==> config.mk <==
export PLATFORM = sky130hd
export DESIGN_NAME = video_timing_gen
export DESIGN_NICKNAME = d
export VERILOG_FILES = /design/src/rtl/video_timing_pkg.sv /design/src/rtl/phase_accum_ce.sv /design/src/rtl/video_timing_gen.sv
export SDC_FILE = /design/constraint.sdc
export NUM_CORES = 1
export LEC_CHECK = 0
export BUFFER_PORTS_ARGS = -buffer_cell sky130_fd_sc_hd__buf_2
export CAP_MARGIN = 10
export CORE_MARGIN = 1
export CORE_UTILIZATION = 60
export DETAILED_ROUTE_END_ITERATION = 7
export GPL_ROUTABILITY_DRIVEN = 0
export PLACE_DENSITY = 0.94
export RECOVER_POWER = 25
export SLEW_MARGIN = 15
export SYNTH_ARGS = -nofsm -noshare
export SYNTH_HDL_FRONTEND = slang
export SYNTH_SLANG_ARGS = --single-unit
==> constraint.sdc <==
create_clock -name clk100 -period 6.6 [get_ports clk100]
set_clock_uncertainty 0.1 [all_clocks]
set_input_delay 1.32 -clock clk100 [delete_from_list [all_inputs] [get_ports clk100]]
set_output_delay 1.32 -clock clk100 [all_outputs]
set_load 0.02 [all_outputs]
==> src/rtl/video_timing_pkg.sv <==
// Shared types, NTSC arcade defaults and window helpers for the video timing slice.
`timescale 1ns/1ps
package video_timing_pkg;

  typedef enum logic {
    SYNC_ACTIVE_LOW  = 1'b0,
    SYNC_ACTIVE_HIGH = 1'b1
  } sync_pol_t;

  localparam int unsigned ACC_W_DEF         = 16;
  localparam int unsigned INC_7M16          = 4692;
  localparam int unsigned H_W_DEF           = 9;
  localparam int unsigned V_W_DEF           = 9;
  localparam int unsigned H_TOTAL_NTSC      = 455;
  localparam int unsigned V_TOTAL_NTSC      = 262;
  localparam int unsigned HBLANK_START_NTSC = 256;
  localparam int unsigned HSYNC_START_NTSC  = 288;
  localparam int unsigned HSYNC_END_NTSC    = 320;
  localparam int unsigned VBLANK_START_NTSC = 224;
  localparam int unsigned VSYNC_START_NTSC  = 234;
  localparam int unsigned VSYNC_END_NTSC    = 237;

  // Half-open window test; an empty window (lo >= hi) is never active.
  function automatic logic in_window(input int unsigned v, input int unsigned lo,
                                     input int unsigned hi);
    return (v >= lo) && (v < hi);
  endfunction

  // Map an active/inactive sync state onto the pin level for the chosen polarity.
  function automatic logic sync_level(input logic active, input sync_pol_t pol);
    return (pol == SYNC_ACTIVE_HIGH) ? active : ~active;
  endfunction

endpackage

==> src/rtl/phase_accum_ce.sv <==
// Fractional phase accumulator producing a one-cycle tick on each carry out.
`timescale 1ns/1ps
module phase_accum_ce #(
  parameter int unsigned ACC_W = 16,
  parameter int unsigned INC   = 4692
) (
  input  logic clk100,
  input  logic rst_b,
  input  logic run,
  output logic ce
);

  localparam int unsigned SUM_W = ACC_W + 1;

  logic [ACC_W-1:0] r_acc;
  logic [SUM_W-1:0] w_sum;

  assign w_sum = {1'b0, r_acc} + SUM_W'(INC);

  // Tick is the carry of the upcoming add; the consumer registers it.
  assign ce = run & w_sum[ACC_W];

  // Phase advances only while running, so a pause loses no phase.
  always_ff @(posedge clk100 or negedge rst_b) begin
    if (!rst_b) begin
      r_acc <= '0;
    end else if (run) begin
      r_acc <= w_sum[ACC_W-1:0];
    end
  end

endmodule

==> src/rtl/video_timing_gen.sv <==
// Video timing generator: pixel enable, H/V counters, sync/blank windows and strobes.
`timescale 1ns/1ps
module video_timing_gen
  import video_timing_pkg::*;
#(
  parameter int unsigned ACC_W        = ACC_W_DEF,
  parameter int unsigned INC          = INC_7M16,
  parameter int unsigned H_W          = H_W_DEF,
  parameter int unsigned V_W          = V_W_DEF,
  parameter int unsigned H_TOTAL      = H_TOTAL_NTSC,
  parameter int unsigned V_TOTAL      = V_TOTAL_NTSC,
  parameter int unsigned HBLANK_START = HBLANK_START_NTSC,
  parameter int unsigned HSYNC_START  = HSYNC_START_NTSC,
  parameter int unsigned HSYNC_END    = HSYNC_END_NTSC,
  parameter int unsigned VBLANK_START = VBLANK_START_NTSC,
  parameter int unsigned VSYNC_START  = VSYNC_START_NTSC,
  parameter int unsigned VSYNC_END    = VSYNC_END_NTSC,
  parameter sync_pol_t   SYNC_POL     = SYNC_ACTIVE_LOW
) (
  input  logic           clk100,
  input  logic           rst_b,
  input  logic           run,
  output logic           pix_ce,
  output logic [H_W-1:0] hcount,
  output logic [V_W-1:0] vcount,
  output logic           hsync,
  output logic           vsync,
  output logic           hblank,
  output logic           vblank,
  output logic           line_start,
  output logic           frame_start
);

  localparam logic HBLANK_RST = (HBLANK_START == 0);
  localparam logic VBLANK_RST = (VBLANK_START == 0);

  logic           w_tick;
  logic           w_h_last;
  logic           w_v_last;
  logic [H_W-1:0] w_hcount_nxt;
  logic [V_W-1:0] w_vcount_nxt;

  logic           r_pix_ce;
  logic [H_W-1:0] r_hcount;
  logic [V_W-1:0] r_vcount;
  logic           r_hsync;
  logic           r_vsync;
  logic           r_hblank;
  logic           r_vblank;
  logic           r_line_start;
  logic           r_frame_start;

  phase_accum_ce #(
    .ACC_W (ACC_W),
    .INC   (INC)
  ) u_phase_accum_ce (
    .clk100 (clk100),
    .rst_b  (rst_b),
    .run    (run),
    .ce     (w_tick)
  );

  // Next counter values; they hold unless a pixel tick is due this cycle.
  always_comb begin
    w_h_last     = (r_hcount == H_W'(H_TOTAL - 1));
    w_v_last     = (r_vcount == V_W'(V_TOTAL - 1));
    w_hcount_nxt = r_hcount;
    w_vcount_nxt = r_vcount;
    if (w_tick) begin
      w_hcount_nxt = w_h_last ? '0 : r_hcount + H_W'(1);
      if (w_h_last) begin
        w_vcount_nxt = w_v_last ? '0 : r_vcount + V_W'(1);
      end
    end
  end

  // Counters, windows and strobes share one edge so they are coherent with pix_ce.
  always_ff @(posedge clk100 or negedge rst_b) begin
    if (!rst_b) begin
      r_pix_ce      <= 1'b0;
      r_hcount      <= '0;
      r_vcount      <= '0;
      r_hblank      <= HBLANK_RST;
      r_vblank      <= VBLANK_RST;
      r_hsync       <= sync_level(in_window(0, HSYNC_START, HSYNC_END), SYNC_POL);
      r_vsync       <= sync_level(in_window(0, VSYNC_START, VSYNC_END), SYNC_POL);
      r_line_start  <= 1'b0;
      r_frame_start <= 1'b0;
    end else begin
      r_pix_ce      <= w_tick;
      r_hcount      <= w_hcount_nxt;
      r_vcount      <= w_vcount_nxt;
      r_hblank      <= (32'(w_hcount_nxt) >= HBLANK_START);
      r_vblank      <= (32'(w_vcount_nxt) >= VBLANK_START);
      r_hsync       <= sync_level(in_window(32'(w_hcount_nxt), HSYNC_START, HSYNC_END),
                                  SYNC_POL);
      r_vsync       <= sync_level(in_window(32'(w_vcount_nxt), VSYNC_START, VSYNC_END),
                                  SYNC_POL);
      r_line_start  <= w_tick & w_h_last;
      r_frame_start <= w_tick & w_h_last & w_v_last;
    end
  end

  assign pix_ce      = r_pix_ce;
  assign hcount      = r_hcount;
  assign vcount      = r_vcount;
  assign hsync       = r_hsync;
  assign vsync       = r_vsync;
  assign hblank      = r_hblank;
  assign vblank      = r_vblank;
  assign line_start  = r_line_start;
  assign frame_start = r_frame_start;

endmodule

### Yosys cells after proc, flatten, opt, wreduce, memory -nomap -nowiden

Index checks and enable logic that the tools add are counted.

* register bits after elaboration: 41
* input bits: 3
* output and inout bits: 25

* add/subtract/negate cells: 3
* order comparisons: 6
* equal/unequal tests: 2
* muxes and demuxes: 5
* bitwise operators: 5
* reduce and logical (&&, ||, !) cells: 2

Operator list (number)
* $mux 9: 5
* $add 9x1->9 const B: 2
* $eq 9x9->1 const B: 2
* $ge 9x8->1 const B: 2
* $ge 9x9->1 const B: 2
* $add 16x13->17 const B: 1
* $lt 9x8->1 const B: 1
* $lt 9x9->1 const B: 1
* $and 1x1->1: 3
* $logic_and 1x1->1: 2
* $not 1->1: 2

### Longest topological paths before layout

* word-level depth: 7
* gate-level depth with buffers: 9
* depth with buffers taken out: 9

### Hierarchy

A second synthesis with hierarchy kept.

* cell total of the unflattened synthesis: 193
* area, all modules: 2026.9 sq um

By module, submodules not included
* video_timing_gen: times used 1, cells each 122, area an instance 1278.7 sq um, sequential area each 603.1 sq um
* phase_accum_ce: times used 1, cells each 71, area an instance 748.2 sq um, sequential area each 350.3 sq um

### Worst setup path before layout

No wires, ideal clock.

* path kind: input to register
* start point: in run
* end point: reg r_vsync, in the netlist vsync
* library setup time: 94 ps
* arrival: 2773 ps
* setup slack: 3634 ps
* cell stages on the path: 7
* path buffers: 1
* cell sequence: and4_1 a21boi_1 nand3_1 buf_2 o21ai_2 o221ai_2 or4_4

* cells in the longest elaborated chain, start to end: 5
* elaborated cells between the ends (all ways): 6
* classes of those cells: order compare: 2; mux: 1; bitwise: 2; reduce/logical: 1

RTL lines
* from (decl): line video_timing_gen.sv:22 `input logic run,`
* $and 1x1->1 *: line phase_accum_ce.sv:21 `assign ce = run & w_sum[ACC_W];`
* $mux 9 *: line video_timing_gen.sv:69 `if (w_tick) begin`
* $ge 9x8->1 or $lt 9x8->1 (tied branches): line video_timing_pkg.sv:26 `return (v >= lo) && (v < hi);`
* $logic_and 1x1->1 *: line video_timing_pkg.sv:26
* $not 1->1 *: line video_timing_pkg.sv:31 `return (pol == SYNC_ACTIVE_HIGH) ? active : ~active;`
* to (signal assigned): line video_timing_gen.sv:86 `r_vsync <= sync_level(in_window(0, VSYNC_START, VSYNC_END), SYNC_POL);`
* to (signal assigned): line video_timing_gen.sv:97 `r_vsync <= sync_level(in_window(32'(w_vcount_nxt), VSYNC_START, VSYNC_END),`
* to (decl): line video_timing_gen.sv:47 `logic r_vsync;`

Mark *: on every way between the ends. The rest lies on a longest branch, timed or not.
A chain may end at the register's enable or synchronous reset.

### Final worst setup path

Ends and elaborated chain as after synthesis.

==> impl_results.md <==
* Status: complete, but fails checks
* Failing checks: capacitance limit, slew limit
* Wire per inst at 14.1 um
* Synthesized area per cell at between 10 and 15 um^2
* Die Width at approximately 59 um
* Internal at 0.000462 W
* First-pass iteration count of the detailed router at 7
* EDFF count, synth at 0
* Worst Path Max Fanout at 15
* Hold crit path type: reg -> reg
* GRT Util Overall at 24.8%
* Initial antenna violation count at 0
* Longest Clk Path Bufs at 2
* Final Hold Viols at 0
* Max Cap Viol at 1
* Sw Pwr at 0.000234 W
* IO buf count at 27
* Fmax at 0.278 GHz
* Initial DRC Count at 58
* VDD IR max at 0.234 mV
* Starting Density at 63.0%
* First-pass GRT wire length at 6310 um
* Synth Register Bits at 38
* Num ports at 28
* Ys async rst share at 100%
* RSZ-0062 raised after global routing: false
* Max_slew headroom at -25.2%
* Area of the die at about 3400 um^2
* Core Region at about 3000 um^2
* Rows at 20
* Setup TNS at 0 ps
* Crit path arrival time at 3760 ps
* Final Max Tran Viols at 39
* GR Overflow Total at 0
* Crit-path slowest cell: or4_4
* Post-CTS sizing at 0
* DP HPWL at ~2600 um
* CTS tree: yes
* Area grow syn2layout at 12.8%
* DRT antenna net count at 0
* Final Worst Setup Slack at 3000 ps
* Sequential share of the synthesized area at 49.5%
* Antenna Cells at 0
* Worst-path clk slew at 100 ps
* Yosys top cell area share at between 40% and 50%
* Die H at ~59 um
* Multi-input logic area at about 940 um^2
* Cell count after synthesis at between 150 and 200
* Vias in the first global route at 1407
* Final period util at 54.5%
* Pre-CTS WS at 2980 ps
* Clock Tree Root: clkbuf_4
* CP Data Required Time at 6760 ps
* Worst slew pin tran at 1880 ps
* Synth area leader: dfrtp_1
* Worst-Skew Late Latency at around 340 ps
* CP Capture Type: flop
* Power per cell area at about 320 nW/um^2
* Gr busiest metal: met2
* Clk pwr share at 21.5%
* Post-synthesis cell type count at 47
* Final setup fails at 0
* Tmin final at 3600 ps
* Critical path class: in -> reg
* # clock sinks at 38
* Ys flop type: dfrtp_1
* Synth Net Count at 190
* Number of fill cells at 231
* Met3 Track Usage GR at approximately 7%
* Largest net degree at the start of global routing at 39
* # H-tree levels at 2
* DRC violations left at 0
* CTS Hold Buffers Added at 0
* NumNets Final at ~220
* Crit path cell chain: clkbuf_1 -> and4_1 -> a21boi_1 -> nand3_1 -> inv_2 -> mux2_2 -> o22ai_1 -> or4_4
* Power share of the combinational group at between 20% and 30%
* Post-synthesis cell area at 1920 um^2
* Sequential share of power at between 50% and 60%
* Post CTS Setup Buffer Count at 0
* DRT Wirelength at 3630 um
* Storage cell area at 953 um^2
* Met2 Track Usage GR at 35.8%
* Leakage dissipation at 0.993 nW
* Routed vias/inst at 5.82
* Warnings from Yosys at 0
* TritonCTS buffer count at 5
* Layout cells sized above 1 at 22.0%
* Switching Share at between 30% and 40%
* Met1 usage at 34.6%
* Setup crit start kind: input port
* Largest stage delay, worst path at about 500 ps
* Synth area leaders: dfrtp_1, xnor2_1, nand2_1
* Total number of vias at 1501
## synthesized netlist by cell type (3+ instances only)
cell type / count
a21oi_1: 5
inv_1: 4
o21ai_1: 3
xor2_1: 6
nor3_1: 4
o21ai_0: 12
and4_1: 4
ha_1: 5
nand2_1: 19
nor2_1: 8
nand3_1: 11
nand4_1: 4
xnor2_1: 14
nand2b_1: 6
mux2_2: 3
dfrtp_1: 36
## area by class of cell
cell class / instances / share of cell area, %
Sequential cell: 38 / 43.9
Timing Repair Buffer: 27 / 6.11
Inverter: 5 / 0.865
Tap cell: 44 / 2.54
Multi-Input combinational cell: 136 / 43.1
Clock buffer: 7 / 2.07
Clock inverter: 1 / 1.38
## state kept, by name, indices dropped and copies added, names as in the netlist
| register | cells |
|---|---|
| vcount | 9 |
| line_start | 1 |
| hblank | 1 |
| hcount | 8 |
| pix_ce | 1 |
| frame_start | 1 |
| vsync | 1 |
| hsync | 1 |
| u_phase_accum_ce.r_acc | 14 |
| vblank | 1 |
## critical path, delay by kind of cell
family                 cells  cell delay [ps]
multiplexers               1              190
buffers and inverters      2              690
AND/OR/NAND/NOR            3             1200
AO/OA/AOI/OAI              2              360
## layout by cell type, fill, tap and decap left out, types with 3 or more instances in the layout
| cell type | synthesis | routed |
|---|---|---|
| a21oi_1 | 5 | 5 |
| xor2_1 | 6 | 6 |
| nor3_1 | 4 | 4 |
| clkbuf_4 | 0 | 5 |
| nand2_1 | 19 | 19 |
| o21ai_0 | 12 | 12 |
| and4_1 | 4 | 4 |
| nand2b_1 | 6 | 6 |
| o21ai_1 | 3 | 3 |
| buf_2 | 1 | 25 |
| nand4_1 | 4 | 4 |
| dfrtp_1 | 36 | 36 |
| mux2_2 | 3 | 3 |
| inv_1 | 4 | 4 |
| nand3_1 | 11 | 11 |
| clkbuf_1 | 1 | 4 |
| nor2_1 | 8 | 8 |
| ha_1 | 5 | 5 |
| xnor2_1 | 14 | 14 |
## through the flow
| stage | util, % | instances | power (W) | hold slack (ps) | cell area, um^2 |
|---|---|---|---|---|---|
| 2_1_floorplan | - | 182 | 0.000499 | 335 | 1920 |
| 3_3_place_gp | 68.7 | 250 | 0.000543 | 358 | 2100 |
| 3_5_place_dp | 68.7 | 250 | 0.000551 | 357 | 2100 |
| 4_1_cts | 71.2 | 258 | 0.000702 | 376 | 2170 |
| 5_1_grt | 71.1 | 258 | 0.000747 | 393 | 2170 |
| 6_report | 71.1 | 258 | 0.000697 | 373 | 2170 |
## path summary, 6_finish.rpt
| path | endpoint | from | cells past startpoint | slack [ps] |
|---|---|---|---|---|
| min | u_phase_accum_ce.r_acc[15] | u_phase_accum_ce.r_acc[15] | 1 | 370 |
| min reg2reg | u_phase_accum_ce.r_acc[15] | u_phase_accum_ce.r_acc[15] | 1 | 370 |
| min in group asynchronous | hcount[7] | rst_b | 1 | 1390 |
| max reg2reg | vsync | hcount[0] | 9 | 3790 |
| max | vsync | run | 8 | 3000 |
| max in group asynchronous | vcount[1] | rst_b | 1 | 3940 |
## logic make-up (layout without fill, tap and decap cells)
kind of cell             Yosys count  after routing  share of synthesized area (%)
flip-flops                        38             38                           49.5
AO/OA/AOI/OAI                     36             36                           12.3
multiplexers                       4              4                           2.28
adder cells (fa/ha/maj)            5              5                           3.25
AND/OR/NAND/NOR                   71             71                           21.7
buffers and inverters              8             40                           1.82
XOR/XNOR                          20             20                           9.10
## power by group through the flow
stage	registers (W)	logic, W	clock network, W
global placement	0.000352	0.000191	0
CTS	0.000350	0.000199	0.000154
floorplan	0.000353	0.000146	0
global route	0.000360	0.000223	0.000164
finish	0.000350	0.000197	0.000150
detailed placement	0.000352	0.000198	0
## metal layers
metal	part of all wire, %	routed length [um]	vias up
li1	-	-	719
met5	0	0	-
met4	2.2	80	0
met2	48	1740	45
met1	46	1660	726
met3	4.2	152	11
Power figures use the tool's default switching activity.
